`src/rtl/stage_sample_output_pkg.sv`:
```
// Shared constants and types for the I2S sample output stage.
package stage_sample_output_pkg;

  localparam int unsigned SAMPLE_W  = 16;
  localparam int unsigned I2S_SLOTS = 32;
  localparam int unsigned SLOT_W    = $clog2(I2S_SLOTS);
  localparam int unsigned FRAME_W   = 2 * SAMPLE_W;

  typedef logic [SAMPLE_W-1:0] sample_t;

  // LRCLK polarity: left channel is driven low.
  typedef enum logic {
    LR_LEFT  = 1'b0,
    LR_RIGHT = 1'b1
  } lr_chan_e;

  // Upper half of the frame's slots belongs to the right channel.
  function automatic lr_chan_e slot_channel(input logic [SLOT_W-1:0] slot);
    return slot[SLOT_W-1] ? LR_RIGHT : LR_LEFT;
  endfunction

endpackage

```
`src/rtl/sample_fifo.sv`:
```
// Small sample FIFO: push/pop, empty, level, and a drop strobe when a push
// hits a full FIFO that is not being popped in the same cycle.
module sample_fifo
  import stage_sample_output_pkg::*;
#(
  parameter  int unsigned DEPTH = 4,
  parameter  int unsigned WIDTH = SAMPLE_W,
  localparam int unsigned AW    = $clog2(DEPTH)
) (
  input  logic             i_clk,
  input  logic             i_rst_n,
  input  logic             i_push,
  input  logic [WIDTH-1:0] i_data,
  input  logic             i_pop,
  output logic [WIDTH-1:0] o_head,
  output logic             o_empty,
  output logic [AW:0]      o_level,
  output logic             o_drop
);

  localparam logic [AW:0] LVL_FULL = (AW+1)'(DEPTH);

  logic [WIDTH-1:0] r_mem [DEPTH];
  logic [AW-1:0]    r_wr_ptr;
  logic [AW-1:0]    r_rd_ptr;
  logic [AW:0]      r_level;
  logic             w_full;
  logic             w_do_push;
  logic             w_do_pop;

  // Status and handshake qualification; a pop frees a slot for a same-cycle push.
  always_comb begin
    w_full    = (r_level == LVL_FULL);
    o_empty   = (r_level == '0);
    w_do_pop  = i_pop && !o_empty;
    w_do_push = i_push && (!w_full || w_do_pop);
    o_drop    = i_push && w_full && !w_do_pop;
    o_head    = r_mem[r_rd_ptr];
    o_level   = r_level;
  end

  // Pointers wrap naturally at the power-of-two depth; level tracks net change.
  always_ff @(posedge i_clk or negedge i_rst_n) begin
    if (!i_rst_n) begin
      r_wr_ptr <= '0;
      r_rd_ptr <= '0;
      r_level  <= '0;
    end else begin
      if (w_do_push) r_wr_ptr <= r_wr_ptr + AW'(1);
      if (w_do_pop)  r_rd_ptr <= r_rd_ptr + AW'(1);
      case ({w_do_push, w_do_pop})
        2'b10:   r_level <= r_level + (AW+1)'(1);
        2'b01:   r_level <= r_level - (AW+1)'(1);
        default: r_level <= r_level;
      endcase
    end
  end

  // Storage needs no reset: entries are only read after being written.
  always_ff @(posedge i_clk) begin
    if (w_do_push) r_mem[r_wr_ptr] <= i_data;
  end

endmodule

```
`src/rtl/stage_sample_output.sv`:
```
// I2S output stage: buffers mixed mono samples and serializes each one as a
// Philips I2S frame (16 bits per channel, 32 slots), duplicated left/right.
module stage_sample_output
  import stage_sample_output_pkg::*;
#(
  parameter int unsigned FIFO_DEPTH = 4,
  parameter int unsigned BCLK_HALF  = 4
) (
  input  logic                        i_Clock,
  input  logic                        i_Reset_n,
  input  logic                        i_SampleReady,
  input  logic [SAMPLE_W-1:0]         i_Sample,
  input  logic                        i_ClearFlags,
  output logic                        o_BitClock,
  output logic                        o_LeftRightClock,
  output logic                        o_SerialData,
  output logic [$clog2(FIFO_DEPTH):0] o_FifoLevel,
  output logic                        o_Overflow,
  output logic                        o_Underflow
);

  localparam int unsigned       DIV_W     = $clog2(2 * BCLK_HALF);
  localparam logic [DIV_W-1:0]  DIV_LAST  = DIV_W'(2 * BCLK_HALF - 1);
  localparam logic [DIV_W-1:0]  DIV_HALF  = DIV_W'(BCLK_HALF);
  localparam logic [SLOT_W-1:0] SLOT_LAST = SLOT_W'(I2S_SLOTS - 1);

  logic [DIV_W-1:0]   r_div;
  logic [DIV_W-1:0]   w_div_next;
  logic               r_bclk;
  logic [SLOT_W-1:0]  r_slot;
  logic [SLOT_W-1:0]  w_slot_next;
  lr_chan_e           r_lrclk;
  logic               r_sd;
  logic [FRAME_W-1:0] r_shift;
  sample_t            r_held;
  sample_t            w_held_next;
  sample_t            w_head;
  logic               w_event;
  logic               w_frame_start;
  logic               w_pop;
  logic               w_fifo_empty;
  logic               w_drop;
  logic               r_ovf;
  logic               r_unf;

  sample_fifo #(
    .DEPTH (FIFO_DEPTH),
    .WIDTH (SAMPLE_W)
  ) u_fifo (
    .i_clk   (i_Clock),
    .i_rst_n (i_Reset_n),
    .i_push  (i_SampleReady),
    .i_data  (i_Sample),
    .i_pop   (w_pop),
    .o_head  (w_head),
    .o_empty (w_fifo_empty),
    .o_level (o_FifoLevel),
    .o_drop  (w_drop)
  );

  // Divider wrap marks the BCLK falling edge; the wrap out of slot 31 starts a frame.
  always_comb begin
    w_event       = (r_div == DIV_LAST);
    w_div_next    = w_event ? '0 : r_div + DIV_W'(1);
    w_slot_next   = r_slot + SLOT_W'(1);
    w_frame_start = w_event && (r_slot == SLOT_LAST);
    w_pop         = w_frame_start && !w_fifo_empty;
    w_held_next   = w_pop ? w_head : r_held;
  end

  // Bit clock is registered from the next divider value so it tracks the counter exactly.
  always_ff @(posedge i_Clock or negedge i_Reset_n) begin
    if (!i_Reset_n) begin
      r_div  <= '0;
      r_bclk <= 1'b0;
    end else begin
      r_div  <= w_div_next;
      r_bclk <= (w_div_next >= DIV_HALF);
    end
  end

  // Slot, LRCLK and serial data all advance on BCLK falling edges.
  // SD always takes the shifter MSB before reload/shift, which yields the
  // one-bit I2S delay: slot 0 carries the previous frame's last bit.
  always_ff @(posedge i_Clock or negedge i_Reset_n) begin
    if (!i_Reset_n) begin
      r_slot  <= SLOT_LAST;
      r_lrclk <= LR_LEFT;
      r_sd    <= 1'b0;
      r_shift <= '0;
      r_held  <= '0;
    end else if (w_event) begin
      r_slot  <= w_slot_next;
      r_lrclk <= slot_channel(w_slot_next);
      r_sd    <= r_shift[FRAME_W-1];
      if (w_frame_start) begin
        r_held  <= w_held_next;
        r_shift <= {w_held_next, w_held_next};
      end else begin
        r_shift <= {r_shift[FRAME_W-2:0], 1'b0};
      end
    end
  end

  // Sticky error flags; a set condition takes priority over a clear.
  always_ff @(posedge i_Clock or negedge i_Reset_n) begin
    if (!i_Reset_n) begin
      r_ovf <= 1'b0;
      r_unf <= 1'b0;
    end else begin
      if (w_drop)                              r_ovf <= 1'b1;
      else if (i_ClearFlags)                   r_ovf <= 1'b0;
      if (w_frame_start && w_fifo_empty)       r_unf <= 1'b1;
      else if (i_ClearFlags)                   r_unf <= 1'b0;
    end
  end

  assign o_BitClock       = r_bclk;
  assign o_LeftRightClock = r_lrclk;
  assign o_SerialData     = r_sd;
  assign o_Overflow       = r_ovf;
  assign o_Underflow      = r_unf;

endmodule
```
`config.mk`:
```
export PLATFORM = sky130hd
export DESIGN_NAME = stage_sample_output
export DESIGN_NICKNAME = d
export VERILOG_FILES = /design/src/rtl/stage_sample_output_pkg.sv /design/src/rtl/sample_fifo.sv /design/src/rtl/stage_sample_output.sv
export SDC_FILE = /design/constraint.sdc
export NUM_CORES = 1
export LEC_CHECK = 0
export CAP_MARGIN = 30
export CORE_ASPECT_RATIO = 1.5
export CORE_MARGIN = 8
export CORE_UTILIZATION = 54
export DETAILED_ROUTE_END_ITERATION = 8
export GPL_ROUTABILITY_DRIVEN = 0
export GPL_TIMING_DRIVEN = 0
export PLACE_DENSITY = 0.72
export SLEW_MARGIN = 20
export SYNTH_ARGS = -nofsm -noshare
export SYNTH_HDL_FRONTEND = slang
export SYNTH_SLANG_ARGS = --single-unit
export TNS_END_PERCENT = 5
```
`constraint.sdc`:
```
create_clock -name i_Clock -period 2.6 [get_ports i_Clock]
set_clock_uncertainty 0.1 [all_clocks]
set_input_delay 0.52 -clock i_Clock [delete_from_list [all_inputs] [get_ports i_Clock]]
set_output_delay 0.52 -clock i_Clock [all_outputs]
set_load 0.02 [all_outputs]
```
Word level (Yosys, flattened, before mapping):

Memories as Yosys holds them, arrays and structs flattened.
Cells that the tools add are included.

* register bits: 68
* memory bits (writable): 64
* output and inout port bits: 8
* word-level logic and storage cells: 51
* memories kept: 1

Memories
* u_fifo.r_mem: depth 4, width 16, read ports 1, clocked after memory_dff 0, wr ports 1, RTL line sample_fifo.sv:23 `logic [WIDTH-1:0] r_mem [DEPTH];`

* add/sub/neg operators: 6
* order comparisons: 1
* equality and inequality tests: 5
* mux-type cells: 10
* reduce and logical (&&, ||, !) cells: 16

Operators with widths (number)
* $mux W32: 1
* $mux W16: 1
* $logic_and A1 B1 Y1: 7
* $add A3 B1 Y3 const B: 2
* $eq A3 B3 Y1 const B: 2
* $mux W1: 6
* $pmux W3 S2: 1
* $reduce_bool A2 Y1: 3
* $add A5 B1 Y5 const B: 1
* $eq A5 B5 Y1 const B: 1
* $add A2 B1 Y2 const B: 2
* $ge A3 B3 Y1 const B: 1
* $logic_not A1 Y1: 3
* $logic_not A3 Y1: 1
* $mux W3: 1
* $sub A3 B1 Y3 const B: 1
* $eq A2 B1 Y1 const B: 1
* $eq A2 B2 Y1 const B: 1
* $reduce_and A2 Y1: 1
* $logic_or A1 B1 Y1: 1

Depth between registers and ports, before layout:

Gate-level depths: netlist (run 1).

* depth in word-level cells: 8
* depth in mapped cells: 12

Cells and area by module:

A second synthesis (run 1) with hierarchy kept.

* cell total of the unflattened synthesis: 359
* area total of the unflattened synthesis: 5501.5 um2

By module, submodules not included
* sample_fifo: times used 1, cells each 122, area an instance 2757.6 um2, sequential area each 2097.0 um2
* stage_sample_output: times used 1, cells each 237, area an instance 2743.9 um2, sequential area each 1507.7 um2

Worst setup path before layout (run 1):

Ideal clock, no wire load.

* path type: register -> register
* from: register r_slot[0]
* to: register u_fifo.r_level[2] (netlist: u_fifo.o_level[2])
* arrival: 2.442 ns
* data required time: 2.421 ns
* setup slack: -0.021 ns
* cell stages (with the launch flop): 13
* path buffers: 1
* period minus slack after synthesis: 2.621 ns
* cells stage by stage: dfstp_2 ha_1 and3_1 ha_1 o311ai_4 inv_4 buf_6 ha_1 inv_1 fa_1 xor2_1 nor2_1 xor2_1

* word-level cells in the longest chain between the ends: 8

Ends and longest elaborated chain
* start: declaration: RTL line stage_sample_output.sv:30 `logic [SLOT_W-1:0] r_slot;`
* start signal: assignment: RTL line stage_sample_output.sv:93 `r_slot <= w_slot_next;`
* $eq A5 B5 Y1 (*): RTL line stage_sample_output.sv:66 `w_frame_start = w_event && (r_slot == SLOT_LAST);`
* $logic_and A1 B1 Y1 (*): RTL line stage_sample_output.sv:66
* $logic_and A1 B1 Y1 (*): RTL line stage_sample_output.sv:67 `w_pop = w_frame_start && !w_fifo_empty;`
* $logic_and A1 B1 Y1 (*): RTL line sample_fifo.sv:35 `w_do_pop = i_pop && !o_empty;`
* via u_fifo.w_do_pop: RTL line sample_fifo.sv:29 `logic w_do_pop;`
* $logic_or A1 B1 Y1: RTL line sample_fifo.sv:36 `w_do_push = i_push && (!w_full || w_do_pop);`
* $logic_and A1 B1 Y1: RTL line sample_fifo.sv:36
* $eq A2 B1 Y1 / $eq A2 B2 Y1 (equally long branches): RTL line sample_fifo.sv:51 `case ({w_do_push, w_do_pop})`
* $pmux W3 S2 / $reduce_bool A2 Y1 (equally long branches)
* end signal: assignment: RTL line sample_fifo.sv:52 `2'b10: r_level <= r_level + (AW+1)'(1);`
* end signal: assignment: RTL line sample_fifo.sv:53 `2'b01: r_level <= r_level - (AW+1)'(1);`
* end signal: assignment: RTL line sample_fifo.sv:54 `default: r_level <= r_level;`
* end: declaration: RTL line sample_fifo.sv:26 `logic [AW:0] r_level;`

The timed path passes the listed nets; every way through them passes the cells marked *.
A chain may end at the register's enable or synchronous reset.

Worst setup path after layout (run 1):

* from: register r_slot[1]
* to: register u_fifo.r_level[2] (netlist: u_fifo.o_level[2])

The elaborated chain is that of the path after synthesis.

==> out/qor.json, run 1 <==
{
  "mappedNetlistArea_mm2": 0.00543,
  "worst_ep_required_time_ns": 2.84,
  "synthToLayoutAreaGrowth_pct": 22.2,
  "share_comb_of_total_power_pct": 11.8,
  "ctsHtreeMaxLevel": 4,
  "layout-drive-gt1-share_pct": 22.0,
  "clkSlewWorstSetupHoldPaths_ns": 0.06,
  "seq_power_share_pct": 45.2,
  "ctsLongestPathBuffers": 2,
  "simple_gate_area_share_of_the_yosys_netlist_pct": 14.3,
  "asyncSetResetFlopFracSynth_pct": 51.1,
  "synthMuxAreaShare_pct": 7.62,
  "via_per_inst": 5.68,
  "wirelength_um": 10500,
  "reg2reg_setup_slack_ns": 0.11,
  "hpwlAfterDp_um": 7030,
  "post_synth.cell_area_avg_um2": 14.1,
  "swShare_pct": 24.5,
  "dpl_worst_slack_ns": -0.284,
  "tightest_slew_ns": 0.591,
  "holdPathStages": 1,
  "drc": 0,
  "grt_usage_pct": 17.0,
  "drtAntennaViolNets": 0,
  "drt-wirelength-per-cell_um": 18.4,
  "number_of_enable_flip_flop_cells_after_synthesis": 64,
  "fmax_mhz": 402,
  "critical_path.startpoint_type": "register",
  "first_global_vias": 3509,
  "parity_gate_share_of_the_synthesized_area_counting_xor_and_xnor_cells_pct": 1.45,
  "layout_worst_path_cycle_share_pct": 95.7,
  "run_status": "complete, no violations",
  "synth-seq-cells": 131,
  "die-height_um": 139,
  "grt_start_max_net_pins": 54,
  "worst_setup_path_end_kind": "register",
  "final_net_count": 472,
  "worstRegToRegCells": 12,
  "worst_setup_path_startpoint": "r_slot[1]",
  "synth_top_family_by_area": "simple AND/OR/NAND/NOR gates",
  "synth-adder-area-share_pct": 2.44,
  "power_per_cell_area_mw_per_mm2": 845,
  "synth-seq-area-share_pct": 66.4,
  "r2r_end": "u_fifo.o_level[2]",
  "ys_warn_count": 0,
  "worst_min_delay_path_startpoint": "r_div[0]",
  "ys_types": 35,
  "finalHoldViolations": 0,
  "initial_standard_cell_utilization_of_the_core_pct": 54.5,
  "ioPinCount": 28,
  "port_buffers": 27,
  "placement_rows": 45,
  "initial_antenna_violation_count": 0,
  "slew_headroom_pct": 60.4,
  "cell_internal_pwr_mw": 4.24,
  "die-area_mm2": 0.0136,
  "power.net_switching_mw": 1.38,
  "final_critical_path_setup_slack_ns": 0.112,
  "design_power_total_mw": 5.61,
  "most-common-layout-cells": "edfxtp_1 (64), dfrtp_1 (62), nand2_1 (56)",
  "fp.coreArea_mm2": 0.00997,
  "die_x_extent_um": 97.9,
  "clk_latency_ns": 0.42,
  "finalMaxSlewViolations": 0,
  "ctsRootBufferMaster": "clkbuf_16",
  "cp.arrival_ns": 2.73,
  "rr_startpoint": "r_slot[1]",
  "static_leakage_nw": 2.63,
  "antenna-diode-count": 0,
  "grt_overflow": 0,
  "synthesis.instances": 384,
  "fin_crit_ns": 2.49,
  "synth_compound_gate_area_share_pct": 4.72,
  "worstHoldPathType": "reg -> reg",
  "cts_tree": "done",
  "clock_power_share_pct": 43.0,
  "first_pass_grt_wire_length_um": 17700,
  "postSynth.topFlopCell": "edfxtp_1",
  "syn-num-nets": 414,
  "max_cap_viol_count": 0,
  "setup_violations": 0,
  "clock-sinks": 131,
  "worst_ir_drop_vdd_v": 0.000668,
  "setup.worst_path.class": "reg -> reg",
  "mostFrequentLayoutCell": "edfxtp_1",
  "biggest_fanout_along_the_worst_timing_path": 5,
  "holdPathEnd": "r_div[0]",
  "first_pass_iters": 4,
  "inserted_clock_buffers": 17,
  "num_vias": 3248,
  "drt_iter0_drc": 201
}
==> stage by stage <==
step | hold WS (ns) | TNS [ns] | area [um2] | cells | util (%)
floorplan | 0.124 | 0 | 5440 | 384 | -
global placement | 0.321 | -95.92 | 5850 | 528 | 58.7
detailed placement | 0.297 | -17.66 | 5880 | 529 | 59.0
CTS | 0.337 | -0.179 | 6540 | 563 | 65.6
global route | 0.348 | -0.0160 | 6640 | 572 | 66.6
finish | 0.326 | 0 | 6640 | 572 | 66.6
==> kinds of logic after synthesis <==
group,after synthesis
simple gates,151
flops,131
buf+inv,34
compound gates,28
mux,21
fa+ha+maj,10
xor+xnor,9
==> registers in the layout, summed over array words and instances (netlist names) <==
name and flops:
o_BitClock 1, o_LeftRightClock 1, o_Overflow 1, o_SerialData 1, o_Underflow 1, r_div 2
r_held 16, r_shift 32, r_slot 5, u_fifo.o_level 3, u_fifo.r_mem 64, u_fifo.r_rd_ptr 2
u_fifo.r_wr_ptr 2
==> worst max-delay path by stage <==
| stage | slack (ns) | endpoint | depth (start not counted) |
|---|---|---|---|
| after CTS | -0.12 | u_fifo.o_level[2] | 12 |
| after global placement | -1.24 | u_fifo.r_wr_ptr[1] | 1 |
| after global routing | -0.02 | u_fifo.o_level[2] | 12 |
| final | 0.11 | u_fifo.o_level[2] | 12 |
| after floorplan | 0.007 | u_fifo.o_level[2] | 12 |
| after detailed placement | -0.28 | u_fifo.r_mem[0][12] | 6 |
==> critical path, cell delays in order (launching register included) <==
cell	delay, ns
dfstp_2	0.56
ha_4	0.13
and3_4	0.19
ha_4	0.16
o311ai_4	0.14
inv_4	0.10
buf_12	0.10
ha_4	0.13
inv_2	0.04
fa_2	0.32
xor2_1	0.15
nor2_1	0.14
xor2_1	0.14
==> cells in the mapped netlist, drive strengths merged, types with 2 or more instances <==
library cell,instances,share of area (%)
edfxtp,64,35
clkbuf,10,0.69
mux2,3,0.62
and2,4,0.46
nor2,25,1.7
nand2b,30,3.5
nand3b,10,1.4
xnor2,6,0.97
nand4,16,1.8
mux2i,2,0.37
nand2,62,4.5
dfstp,5,2.4
o21ai,2,0.18
buf,11,1.5
dfrtp,62,29
xor2,3,0.48
a41oi,20,3.2
ha,9,2.1
inv,13,0.94
mux4,16,6.6
==> cell type report <==
type | instances | area, um2
sequential | 131 | 3600
fill | 716 | 3330
multi-input combinational | 219 | 1720
clock buffer | 17 | 425
timing repair buffer | 39 | 380
clock inverter | 15 | 184
tap | 117 | 146
buffer | 21 | 125
inverter | 13 | 51.3
==> power by group through the flow <==
stage	logic, mW	clock network [mW]	registers (mW)
3_3_place_gp	0.617	0	2.57
6_report	0.663	2.41	2.54
4_1_cts	0.655	2.45	2.54
5_1_grt	0.744	2.54	2.56
2_1_floorplan	0.366	0	2.59
3_5_place_dp	0.644	0	2.58
==> per-layer routing <==
metal  up-vias  wire (um)  global-route usage [%]
met3        22        435                    4.77
met4         0        242                    7.84
met5         -          0                       0
li1       1513          -                       -
met1      1625       4090                    18.0
met2        88       5760                    30.3
==> repair_timing <==
action | 4_1_cts | 5_1_grt
pin swaps | 0 | 5
hold buffers | 1 | 0
buffers inserted | 1 | 9
hold endpoints to repair | 14 | 0
setup endpoints to repair | 66 | 53
gates resized for setup | 10 | 7
No activity file was read; power rests on OpenSTA's default activity.
==> inputs of run 2 (changes only) <==
--- a/config.mk
+++ b/config.mk
@@ -17,4 +17,3 @@
 export SYNTH_ARGS = -nofsm -noshare
 export SYNTH_HDL_FRONTEND = slang
 export SYNTH_SLANG_ARGS = --single-unit
-export TNS_END_PERCENT = 5
==> run 2 against run 1 <==
  * Clock power about the same
  * Wire length grew 0.33%
  * Critical path type unchanged
  * Highest routed layer unchanged
  * Critical endpoint unchanged
  * Worst hold slack is the same
  * Final cell count is 0.87% lower
==> out/qor.json, run 2 (synthesis results as in run 1) <==
{
  "run_status": {"value": "complete, no violations", "change": "unchanged"},
  "fillers": {"value": 722, "change": "was 716"},
  "grt_usage": {"value": 17.0, "unit": "%", "change": "about the same"},
  "worst_ep_required_time": {"value": 2.84, "unit": "ns", "change": "about the same"},
  "inserted_clock_buffers": {"value": 17, "change": "unchanged"},
  "ioPinCount": {"value": 28, "change": "unchanged"},
  "initial_standard_cell_utilization_of_the_core": {"value": 54.5, "unit": "%", "change": "unchanged"},
  "cpPeakStageDelay": {"value": 0.55, "unit": "ns", "change": "was 0.56 ns"},
  "worst_path_max_delay_cell": {"value": "dfstp_2", "change": "unchanged"},
  "max_flop_register": {"value": "u_fifo.r_mem", "change": "unchanged"},
  "drt_iter0_drc": {"value": 203, "change": "was 201"},
  "path_cells": {"value": "ha_1 -> and3_4 -> ha_4 -> o311ai_4 -> inv_4 -> ha_2 -> inv_1 -> fa_1 -> xor2_1 -> nor2_1 -> xor2_1", "change": "was ha_4 -> and3_4 -> ha_4 -> o311ai_4 -> inv_4 -> buf_12 -> ha_4 -> inv_2 -> fa_2 -> xor2_1 -> nor2_1 -> xor2_1"},
  "fp.coreArea": {"value": 0.00997, "unit": "mm2", "change": "unchanged"},
  "dpl_worst_slack": {"value": -0.284, "unit": "ns", "change": "unchanged"},
  "critical_path.startpoint_type": {"value": "register", "change": "unchanged"},
  "final_net_count": {"value": 467, "change": "was 472"},
  "final_setup_tns": {"value": 0, "unit": "ns", "change": "unchanged"},
  "seq_power_share": {"value": 45.2, "unit": "%", "change": "about the same"},
  "power_per_cell_area": {"value": 855, "unit": "mW/mm2", "change": "was 845 mW/mm2"},
  "setup_violations": {"value": 0, "change": "unchanged"},
  "worst-path-buf-inv": {"value": 2, "change": "was 3"},
  "first_pass_grt_wire_length": {"value": 17800, "unit": "um", "change": "was 17,700 um"},
  "fmax": {"value": 407, "unit": "MHz", "change": "was 402 MHz"},
  "ctsHtreeMaxLevel": {"value": 4, "change": "unchanged"},
  "port_buffers": {"value": 27, "change": "unchanged"},
  "num_vias": {"value": 3263, "change": "was 3,248"},
  "max_cap_viol_count": {"value": 0, "change": "unchanged"},
  "grt_start_max_net_pins": {"value": 54, "change": "unchanged"},
  "wirelength": {"value": 10600, "unit": "um", "change": "was 10,500 um"},
  "dpl_cell_area": {"value": 0.00588, "unit": "mm2", "change": "unchanged"},
  "die_x_extent": {"value": 97.9, "unit": "um", "change": "unchanged"},
  "worst_ir_drop_vdd": {"value": 0.000665, "unit": "V", "change": "was 0.000668 V"},
  "drt-wirelength-per-cell": {"value": 18.6, "unit": "um", "change": "was 18.4 um"},
  "layout_top_registers": {"value": "u_fifo.r_mem (64), r_shift (32), r_held (16)", "change": "unchanged"},
  "initial_antenna_violation_count": {"value": 0, "change": "unchanged"},
  "rsz0062_at_grt": "true",
  "numPlacedInstances": {"value": 529, "change": "unchanged"},
  "layout-drive-gt1-share": {"value": 20.4, "unit": "%", "change": "was 22.0%"},
  "layout.core_utilization": {"value": 65.9, "unit": "%", "change": "was 66.6%"},
  "static_leakage": {"value": 2.60, "unit": "nW", "change": "was 2.63 nW"},
  "clock-sinks": {"value": 131, "change": "unchanged"},
  "cp.arrival": {"value": 2.70, "unit": "ns", "change": "was 2.73 ns"},
  "finish.cell_count_without_fillers": {"value": 567, "change": "was 572"},
  "first_pass_iters": {"value": 7, "change": "was 4"},
  "finalHoldViolations": {"value": 0, "change": "unchanged"},
  "design_power_total": {"value": 5.62, "unit": "mW", "change": "was 5.61 mW"},
  "worst_setup_path_end_kind": {"value": "register", "change": "unchanged"},
  "grt_overflow": {"value": 0, "change": "unchanged"},
  "die-height": {"value": 139, "unit": "um", "change": "unchanged"},
  "worst_hold_slack": {"value": 0.326, "unit": "ns", "change": "unchanged"},
  "drtAntennaViolNets": {"value": 0, "change": "unchanged"},
  "most-common-layout-cells": {"value": "edfxtp_1 (64), dfrtp_1 (62), nand2_1 (56)", "change": "unchanged"},
  "clk_latency": {"value": 0.42, "unit": "ns", "change": "about the same"},
  "placement_rows": {"value": 45, "change": "unchanged"},
  "first_global_vias": {"value": 3521, "change": "was 3,509"},
  "die-area": {"value": 0.0136, "unit": "mm2", "change": "unchanged"},
  "clock_power_share": {"value": 43.0, "unit": "%", "change": "about the same"},
  "fin_crit": {"value": 2.46, "unit": "ns", "change": "was 2.49 ns"},
  "ctsRootBufferMaster": {"value": "clkbuf_16", "change": "unchanged"},
  "share_comb_of_total_power": {"value": 11.8, "unit": "%", "change": "about the same"},
  "cell_internal_pwr": {"value": 4.24, "unit": "mW", "change": "about the same"},
  "mostFrequentLayoutCell": {"value": "edfxtp_1", "change": "unchanged"},
  "final_critical_path_setup_slack": {"value": 0.140, "unit": "ns", "change": "was 0.112 ns"},
  "tightest_slew": {"value": 0.573, "unit": "ns", "change": "was 0.591 ns"},
  "worstHoldPathType": {"value": "reg -> reg", "change": "unchanged"},
  "finalMaxSlewViolations": {"value": 0, "change": "unchanged"},
  "synthToLayoutAreaGrowth": {"value": 20.9, "unit": "%", "change": "was 22.2%"},
  "biggest_fanout_along_the_worst_timing_path": {"value": 3, "change": "was 5"},
  "via_per_inst": {"value": 5.75, "change": "was 5.68"},
  "power.net_switching": {"value": 1.38, "unit": "mW", "change": "about the same"},
  "largest_register_ff_count": {"value": 64, "change": "unchanged"},
  "slew_headroom": {"value": 61.8, "unit": "%", "change": "was 60.4%"},
  "antenna-diode-count": {"value": 0, "change": "unchanged"},
  "drc": {"value": 0, "change": "unchanged"},
  "critical-path-top-delay-family": {"value": "adder cells", "change": "unchanged"},
  "hpwlAfterDp": {"value": 7030, "unit": "um", "change": "unchanged"},
  "ctsLongestPathBuffers": {"value": 2, "change": "unchanged"},
  "layout_worst_path_cycle_share": {"value": 94.6, "unit": "%", "change": "was 95.7%"},
  "cts_tree": {"value": "done", "change": "unchanged"},
  "most_prevalent_standard_cell_on_the_critical_path": {"value": "xor2_1", "change": "was ha_4"},
  "clkSlewWorstSetupHoldPaths": {"value": 0.06, "unit": "ns", "change": "about the same"},
  "layout.cell_area.non_filler": {"value": 0.00657, "unit": "mm2", "change": "was 0.00664 mm2"},
  "swShare": {"value": 24.6, "unit": "%", "change": "was 24.5%"},
  "setup.worst_path.class": {"value": "reg -> reg", "change": "unchanged"}
}
[run 2: cell count changes in the layout (fill, tap and decap cells not counted), sizes merged]
cell  previous run  this run
buf             23        18
[run 2: routing by layer]
metal	vias to the layer above	global-route usage (%)	part of all wire [%]
met4	0	7.84	1.7
met2	99	30.3	55
met3	22	4.77	4.8
met5	-	0	0
li1	1504	-	-
met1	1638	18.1	39
[run 2: power groups by stage]
stage,clock network (mW),registers [mW],logic [mW]
3_3_place_gp,0,2.57,0.617
2_1_floorplan,0,2.59,0.366
6_report,2.41,2.54,0.662
3_5_place_dp,0,2.58,0.644
5_1_grt,2.54,2.56,0.739
4_1_cts,2.45,2.54,0.668
[run 2: final timing paths]
kind	startpoint	end	slack (ns)	depth (start not counted)
setup / recovery	r_slot[0]	u_fifo.o_level[2]	0.14	11
hold / removal	r_div[0]	r_div[0]	0.33	1
setup reg to reg	r_slot[0]	u_fifo.o_level[2]	0.14	11
hold reg to reg	r_div[0]	r_div[0]	0.33	1
max in group asynchronous	i_Reset_n	r_slot[2]	1.42	3
min in group asynchronous	i_Reset_n	r_held[12]	0.41	2
[run 2: repair_timing]
action                     CTS  global route
setup endpoints to repair   66            23
hold endpoints to repair    14             0
setup buffers                3             3
resized for setup            9             2
pin swaps                    1             1
hold buffers                 1             0
[run 2: layout make-up]
cell class | instances | area, um2 | area share, %
plain buffers | 20 | 105 | 1.60
clock buffers | 17 | 425 | 6.48
clock inverters | 15 | 184 | 2.80
inverters | 13 | 51.3 | 0.781
multi-input cells | 219 | 1700 | 25.9
flip-flops and latches | 131 | 3600 | 54.9
well taps | 117 | 146 | 2.23
repair buffers | 35 | 350 | 5.34
[run 2: worst reg2reg max path, stage by stage (launching register included)]
cell and delay (ns):
dfstp_2 0.55, ha_1 0.16, and3_4 0.19, ha_4 0.16, o311ai_4 0.12, inv_4 0.09
ha_2 0.18, inv_1 0.05, fa_1 0.37, xor2_1 0.15, nor2_1 0.11, xor2_1 0.14
==> inputs of run 3 (changes only) <==
--- a/config.mk
+++ b/config.mk
@@ -8,11 +8,11 @@
 export CAP_MARGIN = 30
 export CORE_ASPECT_RATIO = 1.5
 export CORE_MARGIN = 8
-export CORE_UTILIZATION = 54
+export CORE_UTILIZATION = 55
 export DETAILED_ROUTE_END_ITERATION = 8
 export GPL_ROUTABILITY_DRIVEN = 0
 export GPL_TIMING_DRIVEN = 0
-export PLACE_DENSITY = 0.72
+export PLACE_DENSITY = 0.7
 export SLEW_MARGIN = 20
 export SYNTH_ARGS = -nofsm -noshare
 export SYNTH_HDL_FRONTEND = slang
==> constraint.sdc (replaced) <==
create_clock -name i_Clock -period 2.3 [get_ports i_Clock]
set_clock_uncertainty 0.1 [all_clocks]
set_input_delay 0.46 -clock i_Clock [delete_from_list [all_inputs] [get_ports i_Clock]]
set_output_delay 0.46 -clock i_Clock [all_outputs]
set_load 0.02 [all_outputs]
==> run 3 against run 2 <==
  * Maximum frequency grew 2.7%
  * Count of clock-buffer cells in the layout is the same
  * Highest routed layer unchanged
  * Critical path type unchanged
  * Via count is essentially flat
  * The flow now finishes with violations (negative setup slack)
  * Power grew 12%
==> out/qor.json, run 3 (synthesis results as in run 1) <==
{
  "finalMaxSlewViolations": {"value": 0, "change": "unchanged"},
  "cts_tree": {"value": "done", "change": "unchanged"},
  "cp.arrival": {"value": 2.60, "unit": "ns", "change": "was 2.70 ns"},
  "die_x_extent": {"value": 97.2, "unit": "um", "change": "was 97.9 um"},
  "max_cap_viol_count": {"value": 0, "change": "unchanged"},
  "numPlacedInstances": {"value": 527, "change": "was 529"},
  "rr_startpoint": {"value": "r_slot[1]", "change": "was r_slot[0]"},
  "antenna-diode-count": {"value": 0, "change": "unchanged"},
  "ctsHtreeMaxLevel": {"value": 4, "change": "unchanged"},
  "clock-sinks": {"value": 131, "change": "unchanged"},
  "via_per_inst": {"value": 5.67, "change": "was 5.75"},
  "worst_setup_path_startpoint": {"value": "r_slot[1]", "change": "was r_slot[0]"},
  "max_flop_register": {"value": "u_fifo.r_mem", "change": "unchanged"},
  "inserted_clock_buffers": {"value": 17, "change": "unchanged"},
  "hpwlAfterDp": {"value": 7130, "unit": "um", "change": "was 7030 um"},
  "critical_path_depth": {"value": 11, "change": "unchanged"},
  "wirelength": {"value": 11400, "unit": "um", "change": "was 10,600 um"},
  "most-common-layout-cells": {"value": "edfxtp_1 (64), dfrtp_1 (62), nand2_1 (55)", "change": "was edfxtp_1 (64), dfrtp_1 (62), nand2_1 (56)"},
  "grt.busiest_layer": {"value": "met2", "change": "unchanged"},
  "layout-drive-gt1-share": {"value": 23.3, "unit": "%", "change": "was 20.4%"},
  "num_vias": {"value": 3262, "change": "was 3,263"},
  "fin_crit": {"value": 2.40, "unit": "ns", "change": "was 2.46 ns"},
  "setup_violations": {"value": 1, "change": "was 0"},
  "share_comb_of_total_power": {"value": 13.9, "unit": "%", "change": "was 11.8%"},
  "worst_ep_required_time": {"value": 2.50, "unit": "ns", "change": "was 2.84 ns"},
  "worst-path-buf-inv": {"value": 2, "change": "unchanged"},
  "drtAntennaViolNets": {"value": 0, "change": "unchanged"},
  "synthToLayoutAreaGrowth": {"value": 23.2, "unit": "%", "change": "was 20.9%"},
  "dpl_cell_area": {"value": 0.00593, "unit": "mm2", "change": "was 0.00588 mm2"},
  "setup.worst_path.class": {"value": "reg -> reg", "change": "unchanged"},
  "finalHoldViolations": {"value": 0, "change": "unchanged"},
  "initial_antenna_violation_count": {"value": 0, "change": "unchanged"},
  "reg2reg_setup_slack": {"value": -0.1, "unit": "ns", "change": "was 0.14 ns"},
  "worst_ir_drop_vdd": {"value": 0.000909, "unit": "V", "change": "was 0.000665 V"},
  "layout_top_registers": {"value": "u_fifo.r_mem (64), r_shift (32), r_held (16)", "change": "unchanged"},
  "clk_latency": {"value": 0.41, "unit": "ns", "change": "was 0.42 ns"},
  "worst_path_max_delay_cell": {"value": "dfstp_2", "change": "unchanged"},
  "slew_headroom": {"value": 63.8, "unit": "%", "change": "was 61.8%"},
  "r2r_end": {"value": "u_fifo.o_level[2]", "change": "unchanged"},
  "placement_rows": {"value": 44, "change": "was 45"},
  "layout.core_utilization": {"value": 69.5, "unit": "%", "change": "was 65.9%"},
  "dpl_worst_slack": {"value": -0.475, "unit": "ns", "change": "was -0.284 ns"},
  "worstHoldPathType": {"value": "reg -> reg", "change": "unchanged"},
  "final_setup_tns": {"value": -0.0954, "unit": "ns", "change": "was 0 ns"},
  "ctsLongestPathBuffers": {"value": 2, "change": "unchanged"},
  "critical_path.startpoint_type": {"value": "register", "change": "unchanged"},
  "violations_in_the_final_reports": "negative setup slack",
  "fmax": {"value": 417, "unit": "MHz", "change": "was 407 MHz"},
  "initial_standard_cell_utilization_of_the_core": {"value": 56.4, "unit": "%", "change": "was 54.5%"},
  "design_power_total": {"value": 6.30, "unit": "mW", "change": "was 5.62 mW"},
  "worst_hold_slack": {"value": 0.325, "unit": "ns", "change": "was 0.326 ns"},
  "cell_internal_pwr": {"value": 4.73, "unit": "mW", "change": "was 4.24 mW"},
  "first_pass_grt_wire_length": {"value": 18500, "unit": "um", "change": "was 17,800 um"},
  "multi_input_area": {"value": 0.00178, "unit": "mm2", "change": "was 0.00170 mm2"},
  "rsz0062_at_grt": {"value": "true", "change": "unchanged"},
  "grt_overflow": {"value": 0, "change": "unchanged"},
  "ctsRootBufferMaster": {"value": "clkbuf_16", "change": "unchanged"},
  "largest_register_ff_count": {"value": 64, "change": "unchanged"},
  "seq_power_share": {"value": 45.5, "unit": "%", "change": "was 45.2%"},
  "ioPinCount": {"value": 28, "change": "unchanged"},
  "first_pass_iters": {"value": 5, "change": "was 7"},
  "grt_util_met3": {"value": 4.77, "unit": "%", "change": "about the same"},
  "power.net_switching": {"value": 1.57, "unit": "mW", "change": "was 1.38 mW"},
  "drt_iter0_drc": {"value": 244, "change": "was 203"},
  "mostFrequentLayoutCell": {"value": "edfxtp_1", "change": "unchanged"},
  "grt_usage": {"value": 18.4, "unit": "%", "change": "was 17.0%"},
  "tightest_slew": {"value": 0.543, "unit": "ns", "change": "was 0.573 ns"},
  "most_prevalent_standard_cell_on_the_critical_path": {"value": "ha_4", "change": "was xor2_1"},
  "layout_worst_path_cycle_share": {"value": 104, "unit": "%", "change": "was 94.6%"},
  "die-area": {"value": 0.0134, "unit": "mm2", "change": "was 0.0136 mm2"},
  "final-seq-area": {"value": 0.00360, "unit": "mm2", "change": "unchanged"},
  "port_buffers": {"value": 27, "change": "unchanged"},
  "grt_util_met1": {"value": 18.9, "unit": "%", "change": "was 18.1%"},
  "power_per_cell_area": {"value": 941, "unit": "mW/mm2", "change": "was 855 mW/mm2"},
  "layout.cell_area.non_filler": {"value": 0.00670, "unit": "mm2", "change": "was 0.00657 mm2"},
  "setup.worst_path.end": {"value": "u_fifo.o_level[2]", "change": "unchanged"},
  "die-height": {"value": 138, "unit": "um", "change": "was 139 um"},
  "static_leakage": {"value": 2.67, "unit": "nW", "change": "was 2.60 nW"},
  "cpPeakStageDelay": {"value": 0.56, "unit": "ns", "change": "was 0.55 ns"},
  "worstRegToRegCells": {"value": 11, "change": "unchanged"},
  "drt-wirelength-per-cell": {"value": 19.8, "unit": "um", "change": "was 18.6 um"},
  "worst_setup_path_end_kind": {"value": "register", "change": "unchanged"},
  "path_cells": {"value": "ha_4 -> and3_4 -> ha_4 -> o311ai_4 -> inv_4 -> ha_4 -> inv_2 -> fa_2 -> xor2_1 -> nor2_1 -> xor2_1", "change": "was ha_1 -> and3_4 -> ha_4 -> o311ai_4 -> inv_4 -> ha_2 -> inv_1 -> fa_1 -> xor2_1 -> nor2_1 -> xor2_1"},
  "grt_start_max_net_pins": {"value": 52, "change": "was 54"},
  "drc": {"value": 0, "change": "unchanged"},
  "gr_met2_demand_resource": {"value": 33.5, "unit": "%", "change": "was 30.3%"},
  "final_net_count": {"value": 477, "change": "was 467"},
  "clock_power_share": {"value": 40.6, "unit": "%", "change": "was 43.0%"},
  "clkSlewWorstSetupHoldPaths": {"value": 0.06, "unit": "ns", "change": "about the same"},
  "run_status": {"value": "finished with violations", "change": "was complete, no violations"},
  "fillers": {"value": 663, "change": "was 722"},
  "finish.cell_count_without_fillers": {"value": 575, "change": "was 567"},
  "first_global_vias": {"value": 3532, "change": "was 3,521"},
  "critical-path-top-delay-family": {"value": "adder cells", "change": "unchanged"},
  "fp.coreArea": {"value": 0.00963, "unit": "mm2", "change": "was 0.00997 mm2"},
  "biggest_fanout_along_the_worst_timing_path": {"value": 3, "change": "unchanged"},
  "final_critical_path_setup_slack": {"value": -0.0954, "unit": "ns", "change": "was 0.140 ns"},
  "swShare": {"value": 24.9, "unit": "%", "change": "was 24.6%"}
}
-- run 3: power by group through the flow --
stage / Combinational [mW] / Sequential (mW) / Clock (mW)
after floorplan: 0.431 / 2.93 / 0
after global placement: 0.719 / 2.90 / 0
after detailed placement: 0.730 / 2.92 / 0
after CTS: 0.891 / 2.87 / 2.58
after global routing: 0.945 / 2.89 / 2.67
final: 0.874 / 2.87 / 2.56
-- run 3: layout make-up --
cell class	count	share of cell area, %
sequential	131	53.8
multi-input combinational	222	26.5
timing repair buffer	42	6.63
clock buffer	17	6.35
tap	115	2.15
clock inverter	15	2.11
buffer	20	1.63
inverter	13	0.766
-- run 3: how the worst min path moves through the flow --
stage / start / end / slack [ns] / cells after the start
finish: r_div[0] / r_div[0] / 0.32 / 1
global route: r_div[0] / r_div[0] / 0.35 / 1
CTS: r_div[0] / r_div[0] / 0.33 / 1
detailed placement: i_Reset_n / r_shift[17] / 0.25 / 1
global placement: r_div[0] / r_div[0] / 0.32 / 1
floorplan: i_Reset_n / o_BitClock / 0.06 / 0
-- run 3: metal layers --
layer | wire length, um | vias up
met5 | 0 | -
met4 | 351 | 0
met3 | 405 | 29
met2 | 6180 | 69
met1 | 4440 | 1644
li1 | - | 1520
-- run 3: timing repair --
item / CTS / global route
pin swaps: 8 / 2
resized for setup: 14 / 7
endpoints found under the hold margin: 14 / 0
cloned: 3 / 0
setup endpoints to repair: 86 / 35
buffers inserted: 12 / 2
hold buffers: 1 / 0
